### src/rtl/ps2_pkg.sv
// Shared PS/2 definitions for the host transmitter and the keyboard receiver.
package ps2_pkg;

  typedef enum logic [2:0] {
    IDLE,
    INHIBIT,
    SEND,
    ACK,
    WAIT_IDLE
  } ps2_state_e;

  // start + 8 data + parity + stop
  localparam int FRAME_BITS = 11;

  function automatic logic odd_parity(input logic [7:0] data);
    return ~^data;
  endfunction

endpackage

### src/rtl/ps2_sync_edge.sv
// Two-flop synchroniser for an asynchronous PS/2 pin with falling-edge detect
// taken from the second stage.
module ps2_sync_edge (
  input  logic clk_i,
  input  logic rst_i,
  input  logic pin,
  output logic level,
  output logic fall
);

  logic meta_q;
  logic sync_q;
  logic prev_q;

  // Idle bus level is high, so reset to 1 to avoid a false edge after reset.
  always_ff @(posedge clk_i or negedge rst_i) begin
    if (!rst_i) begin
      meta_q <= 1'b1;
      sync_q <= 1'b1;
      prev_q <= 1'b1;
    end else begin
      meta_q <= pin;
      sync_q <= meta_q;
      prev_q <= sync_q;
    end
  end

  assign level = sync_q;
  assign fall  = prev_q & ~sync_q;

endmodule

### src/rtl/ps2_tx.sv
// PS/2 host-to-device transmitter: inhibit, request-to-send, one byte shifted
// out on device clock falls, then the device ACK is checked.
//
// state     | meaning
// IDLE      | lines released, ready for a byte
// INHIBIT   | clock held low; start bit driven on the last cycle
// SEND      | clock released; next bit loaded on each device clock fall
// ACK       | lines released; ACK level sampled on the next fall
// WAIT_IDLE | ACK seen; waiting for clock and data to return high
module ps2_tx
  import ps2_pkg::*;
#(
  parameter int INHIBIT_CYCLES = 5000,
  parameter int TIMEOUT_CYCLES = 750000
) (
  input  logic       clk_i,
  input  logic       rst_i,
  input  logic       tx_valid_i,
  input  logic [7:0] tx_data_i,
  output logic       tx_ready_o,
  input  logic       ps2_clk_i,
  input  logic       ps2_data_i,
  output logic       ps2_clk_oe_o,
  output logic       ps2_data_oe_o,
  output logic       done_o,
  output logic       err_o
);

  localparam int TMR_MAX = (TIMEOUT_CYCLES > INHIBIT_CYCLES) ? TIMEOUT_CYCLES : INHIBIT_CYCLES;
  localparam int TMR_W   = $clog2(TMR_MAX + 1);
  localparam logic [TMR_W-1:0] INHIBIT_LOAD = TMR_W'(INHIBIT_CYCLES - 1);
  localparam logic [TMR_W-1:0] TIMEOUT_LOAD = TMR_W'(TIMEOUT_CYCLES);
  localparam logic [3:0]       LAST_FALL    = 4'(FRAME_BITS - 2);

  ps2_state_e            state_q, state_d;
  logic [FRAME_BITS-1:0] frame_q, frame_d;
  logic [3:0]            bit_cnt_q, bit_cnt_d;
  logic [TMR_W-1:0]      tmr_q, tmr_d;
  logic                  clk_level, clk_fall;
  logic                  data_level, data_fall_unused;
  logic                  tmr_done;

  ps2_sync_edge u_sync_clk (
    .clk_i (clk_i),
    .rst_i (rst_i),
    .pin   (ps2_clk_i),
    .level (clk_level),
    .fall  (clk_fall)
  );

  ps2_sync_edge u_sync_data (
    .clk_i (clk_i),
    .rst_i (rst_i),
    .pin   (ps2_data_i),
    .level (data_level),
    .fall  (data_fall_unused)
  );

  always_ff @(posedge clk_i or negedge rst_i) begin
    if (!rst_i) begin
      state_q   <= IDLE;
      frame_q   <= '0;
      bit_cnt_q <= '0;
      tmr_q     <= '0;
    end else begin
      state_q   <= state_d;
      frame_q   <= frame_d;
      bit_cnt_q <= bit_cnt_d;
      tmr_q     <= tmr_d;
    end
  end

  // One down-counter serves as inhibit timer, then as the frame timeout.
  assign tmr_done = (tmr_q == '0);

  always_comb begin
    state_d       = state_q;
    frame_d       = frame_q;
    bit_cnt_d     = bit_cnt_q;
    tmr_d         = tmr_q;
    tx_ready_o    = 1'b0;
    ps2_clk_oe_o  = 1'b0;
    ps2_data_oe_o = 1'b0;
    done_o        = 1'b0;
    err_o         = 1'b0;

    case (state_q)
      IDLE: begin
        tx_ready_o = 1'b1;
        if (tx_valid_i) begin
          frame_d   = {1'b1, odd_parity(tx_data_i), tx_data_i, 1'b0};
          bit_cnt_d = '0;
          tmr_d     = INHIBIT_LOAD;
          state_d   = INHIBIT;
        end
      end
      INHIBIT: begin
        ps2_clk_oe_o = 1'b1;
        if (tmr_done) begin
          ps2_data_oe_o = 1'b1;
          tmr_d         = TIMEOUT_LOAD;
          state_d       = SEND;
        end else begin
          tmr_d = tmr_q - TMR_W'(1);
        end
      end
      SEND: begin
        if (tmr_done) begin
          err_o   = 1'b1;
          state_d = IDLE;
        end else begin
          ps2_data_oe_o = ~frame_q[0];
          tmr_d         = tmr_q - TMR_W'(1);
          if (clk_fall) begin
            frame_d   = {1'b1, frame_q[FRAME_BITS-1:1]};
            bit_cnt_d = bit_cnt_q + 4'd1;
            if (bit_cnt_q == LAST_FALL) state_d = ACK;
          end
        end
      end
      ACK: begin
        if (tmr_done) begin
          err_o   = 1'b1;
          state_d = IDLE;
        end else begin
          tmr_d = tmr_q - TMR_W'(1);
          if (clk_fall) begin
            if (data_level) begin
              err_o   = 1'b1;
              state_d = IDLE;
            end else begin
              state_d = WAIT_IDLE;
            end
          end
        end
      end
      WAIT_IDLE: begin
        if (tmr_done) begin
          err_o   = 1'b1;
          state_d = IDLE;
        end else begin
          tmr_d = tmr_q - TMR_W'(1);
          if (clk_level && data_level) begin
            done_o  = 1'b1;
            state_d = IDLE;
          end
        end
      end
      default: state_d = IDLE;
    endcase
  end

endmodule

### config.mk
export PLATFORM = sky130hd
export DESIGN_NAME = ps2_tx
export DESIGN_NICKNAME = d
export VERILOG_FILES = /design/src/rtl/ps2_pkg.sv /design/src/rtl/ps2_sync_edge.sv /design/src/rtl/ps2_tx.sv
export SDC_FILE = /design/constraint.sdc
export NUM_CORES = 1
export LEC_CHECK = 0
export ABC_AREA = 1
export CAP_MARGIN = 30
export CORE_UTILIZATION = 60
export DETAILED_ROUTE_END_ITERATION = 8
export PLACE_DENSITY = 0.8
export SLEW_MARGIN = 0
export SYNTH_ARGS = -nofsm -noshare
export SYNTH_HDL_FRONTEND = slang
export SYNTH_SLANG_ARGS = --single-unit
### constraint.sdc
create_clock -name clk_i -period 2.6 [get_ports clk_i]
set_input_delay 0.26 -clock clk_i [delete_from_list [all_inputs] [get_ports clk_i]]
set_output_delay 0.26 -clock clk_i [all_outputs]
set_load 0.02 [all_outputs]
# Yosys cells after proc, flatten, opt, wreduce, memory -nomap -nowiden
# Cells that the tools add are included.
op_classes:
  bitwise_logic: 3
  addsub: 2
  eq_ne: 14
  n_reduce_logical: 11
  muxes: 35
ops:
  columns: ["op", "n"]
  rows:
  - ["two-way mux 20 bit", 3]
  - ["case mux 20 bit (3 select lines)", 1]
  - ["two-way mux 11 bit", 3]
  - ["two-way mux 3 bit", 10]
  - ["case mux 11 bit (2 select lines)", 1]
  - ["zero test 20 bit", 1]
  - ["subtractor 20 x 1 -> 20 bit, second input constant", 1]
  - ["case mux 3 bit (5 select lines)", 1]
  - ["two-way mux 4 bit", 3]
  - ["inequality test 3 bit, second input constant", 4]
  - ["two-way mux 1 bit", 10]
  - ["inequality test 2 bit, second input constant", 5]
  - ["case mux 4 bit (2 select lines)", 1]
  - ["XNOR reduction 8 bit", 1]
  - ["equality test 3 x 2 -> 1 bit, second input constant", 2]
  - ["AND reduction 6 bit", 1]
  - ["adder 4 x 1 -> 4 bit, second input constant", 1]
  - ["equality test 4 bit, second input constant", 1]
  - ["case mux 1 bit (2 select lines)", 2]
  - ["AND reduction 4 bit", 1]
  - ["equality test 3 x 1 -> 1 bit, second input constant", 1]
  - ["equality test 3 bit, second input constant", 1]
  - ["zero test 3 bit", 1]
  - ["AND reduction 3 bit", 1]
  - ["7 further kinds", 8]
totals:
  regBits: 43
  word_cells: 74
  output_inout_bits: 5
  in_bits: 13

# Depth between registers and ports, before layout
logic_depth:
  depth_word: 5
  depth_mapped: 12
  depth_no_buf: 11

# By module
# A second synthesis with hierarchy kept.
unflattened:
  hier_cells: 398
  area_unflattened_um2: 2951.6
modules_own_cells:
  columns: ["mod", "cells_each", "seq_area_each_um2", "instances", "area_per_inst_um2"]
  rows:
  - ["ps2_tx", 388, 950.9, 1, 2773.9]
  - ["ps2_sync_edge", 5, 78.8, 2, 88.8]

# Worst setup path before layout
# No wires, ideal clock.
synth_timing:
  kind: "reg2out"
  from: "register tmr_q[0]"
  to: "output err_o"
  required_ps: 2340
  slack_ps: 786
  n_path_buf: 0
  t_arrival_ps: 1554
  path_stages_with_launch: 8
  path_cell_list: "dfrtp_1 inv_1 ha_1 nand2_1 nor2_2 nand3_4 o21bai_1 a21oi_1"
synth_between:
  elab_chain_len: 3
  word_cells_on_any_way: 4
  classes_between: "mux (3); reduce/logical (1)"
synth_lines:
  columns: ["element", "line", "rtl"]
  rows:
  - ["from (decl)", "ps2_tx.sv:38", "logic [TMR_W-1:0] tmr_q, tmr_d;"]
  - ["from (signal assigned)", "ps2_tx.sv:69", "tmr_q <= tmr_d;"]
  - ["zero test 20 bit (*)", "ps2_tx.sv:74", "assign tmr_done = (tmr_q == '0);"]
  - ["two-way mux 1 bit, on equally long branches", "ps2_tx.sv:108, ps2_tx.sv:138, ps2_tx.sv:122", null]
  - ["case mux 1 bit (2 select lines) (*)", "ps2_tx.sv:87", "case (state_q)"]
  - ["to (decl)", "ps2_tx.sv:26", "output logic err_o"]
# Mark *: on every way between the ends. The rest lies on a longest branch, timed or not.

# Worst setup path after layout
# Same ends and word-level chain as after synthesis.

==> flow_summary_export.csv <==
group,metric,value,unit
status,status,"complete, no violations",
worst_hold_path,hold_path_class,"primary input to asynchronous set/reset pin",
worst_setup_path,cp_max_fo,8,
detailed_routing,antenna_left,0,
flow_run,maxCapViolCount,0,
logic_synthesis,ys_types,34,
placed_design,postPlaceCellArea,3100,um^2
power_and_ir_drop,p_per_area,1010,nW/um^2
logic_synthesis,synth_top_cell_by_area,"dfrtp_1",
cells_and_area,layout.cells.non_filler,477,
worst_setup_path,cp_cell_sequence,"inv_1 -> ha_1 -> nand2_1 -> nor2_2 -> nand3_4 -> nand2_1 -> nand3_1 -> a21oi_1 -> dlygate4sd2_1",
clock_network,clk_pin_slew,80,ps
sta,finalSetupViolations,0,
logic_synthesis,synth_nets,419,
sta,hold_viol_final,0,
grt,use_met2,44.7,%
logic_synthesis,synth_top_area_share,32.8,%
clock_network,cts_tree,"yes",
power_and_ir_drop,clockPowerShare,12.9,%
logic_synthesis,synth-seq-cells,43,
grt,grt.total_usage,25.2,%
grt,top_usage_layer,"met2",
placed_design,port_buffers,17,
power_and_ir_drop,leakagePower,1.67,nW
worst_setup_path,critPathArrivalTime,2110,ps
sta,worst_pin_slew,309,ps
detailed_routing,drc,0,
worst_setup_path,path_common_cell,"nand2_1",
clock_network,cts_buffer_depth,2,
logic_synthesis,synth_area_leaders,"dfrtp_1 (33%), nand2_1 (15%), inv_1 (6.5%)",
worst_setup_path,cp_slowest_stage_delay,380,ps
worst_setup_path,end_kind,"output pin",
logic_synthesis,avgSynthCellArea,7.22,um^2
logic_synthesis,yosysSeqAreaShare,37.3,%
power_and_ir_drop,internal_power,1.63,mW
grt,met3_usage,3.09,%
sta,slew_violations,0,
floorplan,core-area,4500,um^2
logic_synthesis,synth_ff_type,"dfrtp_1",
clock_network,clkLatencyLatePin,300,ps
grt,grt_pass1_vias,2402,
grt,grt_pass1_wl,10000,um
detailed_routing,vias_per_cell,5.20,
worst_setup_path,critPathTopFamily,"simple AND/OR/NAND/NOR gates",
cells_and_area,nNetsFinal,441,
cells_and_area,final_cell_mix,"nand2_1 (116), inv_1 (50), nor2_1 (42)",
logic_synthesis,syn_area,2900,um^2
placed_design,dp_hpwl,4350,um
power_and_ir_drop,p_sw,1.61,mW
detailed_routing,wl_per_cell,12.1,um
power_and_ir_drop,power_frac_comb,56.4,%
clock_network,cts_made_buffers,5,
sta,rsz0062_at_grt,"no",
detailed_routing,dr_total_vias,2479,
worst_setup_path,path_buf_inv,2,
logic_synthesis,async_reset_ff_share,100,%
detailed_routing,dr.pass1.iters,4,
grt,grt_max_degree,44,
cells_and_area,final_common_cell,"nand2_1",
worst_setup_path,path_class,"flop to output pin",
cells_and_area,antenna_cells,0,
clock_network,clock_sinks,43,
grt,met1_usage,30.0,%
power_and_ir_drop,pwr-share-seq,30.7,%
power_and_ir_drop,ir_worst_vdd,0.000864,V
sta,post-route-min-period,2370,ps
placed_design,routabilityCongestion,0.973,
floorplan,num_io_pins,18,
floorplan,rows,24,
cells_and_area,post-route-util,71.3,%
floorplan,die_w,71.6,um
worst_setup_path,start_kind,"flop",
logic_synthesis,yosys_warnings,0,
power_and_ir_drop,p_sw_share,49.6,%
worst_setup_path,worst_path_max_delay_cell,"dfrtp_1",
grt,antenna_found_initial,0,
sta,fmax,422,MHz
detailed_routing,drt_iter0_drc,147,
logic_synthesis,synthCells,402,
clock_network,cts_htree_levels,2,
sta,period_share,91.2,%
placed_design,placed_cells,467,
clock_network,post-cts-setup-buffers,0,
sta,tns,0,ps
detailed_routing,wl,5780,um
floorplan,die_area,5120,um^2
floorplan,die_h,71.6,um
cells_and_area,design_area,3210,um^2
clock_network,cts_root_buf,"clkbuf_8",
sta,finalWorstSetupSlack,229,ps
sta,skew,5.84,ps
placed_design,dp_slack,282,ps
cells_and_area,area_delta_synth_final,10.7,%
floorplan,initial_core_util,64.4,%
logic_synthesis,synth_edf_count,0,
worst_setup_path,required,2340,ps
cells_and_area,drive_gt1_share,15.8,%
grt,grt-ovfl-total,0,
sta,slew_headroom,79.4,%
[per-stage QoR]
stage | total power [mW] | hold slack, ps
final | 3.24 | 283
after global routing | 3.54 | 304
after CTS | 3.26 | 129
after detailed placement | 2.83 | 349
after global placement | 2.79 | 346
after floorplan | 2.48 | -35.6
[final timing paths]
path / from / end / slack [ps] / cells after the start
worst max register to register: tmr_q[0]$_DFFE_PN0P_ / tmr_q[18]$_DFFE_PN0P_ / 680 / 11
min in group clk_i: u_sync_data.meta_q$_DFF_PN1_ / u_sync_data.level$_DFF_PN1_ / 360 / 0
worst min-delay path: rst_i / tmr_q[15]$_DFFE_PN0P_ / 280 / 2
worst min register to register: u_sync_data.meta_q$_DFF_PN1_ / u_sync_data.level$_DFF_PN1_ / 360 / 0
worst max-delay path: tmr_q[0]$_DFFE_PN0P_ / err_o / 230 / 9
max in group asynchronous: rst_i / u_sync_data.meta_q$_DFF_PN1_ / 1850 / 3
[power groups by stage]
| stage | clock (mW) | sequential, mW | combinational (mW) |
|---|---|---|---|
| final | 0.418 | 0.995 | 1.83 |
| after global routing | 0.447 | 1.02 | 2.07 |
| after CTS | 0.436 | 0.995 | 1.83 |
| after detailed placement | 0 | 1.01 | 1.83 |
| after global placement | 0 | 1.00 | 1.79 |
| after floorplan | 0 | 0.976 | 1.50 |
[state kept, by name, summed over array words and instances (netlist names)]
name,count
bit_cnt_q,4
frame_q,11
state_q,3
tmr_q,20
u_sync_clk.level,1
u_sync_clk.meta_q,1
u_sync_clk.prev_q,1
u_sync_data.level,1
u_sync_data.meta_q,1
[metal layers]
metal / wire length, um / share of wire (%)
met1: 2610 / 45
met3: 188 / 3.3
met4: 143 / 2.5
met2: 2840 / 49
met5: 0 / 0
[worst register-to-register path: cells and delay by family (launching register included)]
kind                       cells  cell delay, ps
and+or+nand+nor                8            1030
DFF                            1             380
adders and majority gates      1             220
buffers and inverters          2             210
[cell type report]
type | count | area [um^2]
Sequential cell | 43 | 1080
Fill cell | 403 | 1290
Tap cell | 52 | 65.1
Timing Repair Buffer | 21 | 211
Clock inverter | 2 | 12.5
Inverter | 57 | 216
Clock buffer | 6 | 72.6
Multi-Input combinational cell | 296 | 1550
[kinds of logic after synthesis]
group           count (synthesis)  share of synthesized area [%]
fa+ha+maj                       4                           1.72
compound gates                 45                           9.27
flops                          43                           37.3
buf+inv                        63                           9.22
xor+xnor                       16                           4.83
simple gates                  231                           37.7
[cell usage after synthesis (2+ instances only)]
library cell	count
xor2_1	9
o21ai_0	20
dfstp_2	5
inv_1	50
o21ai_1	5
nand2_1	116
nand2_4	3
ha_1	4
buf_6	3
nand2_2	10
dfrtp_1	38
nor2_4	3
xnor2_1	7
nor2_2	11
nand4_1	5
a21oi_1	8
nand3_1	30
inv_2	6
o21ai_2	11
buf_2	2
nand3b_1	2
nor2_1	42
[repair_timing]
| item | 4_1_cts | 5_1_grt |
|---|---|---|
| hold buffers | 0 | 1 |
| gates cloned | 0 | 0 |
| pin swaps | 0 | 0 |
| hold endpoints to repair | 0 | 38 |
| setup endpoints to repair | 1 | 1 |
| resized for setup | 1 | 1 |
(Power assumes the default switching activity.)
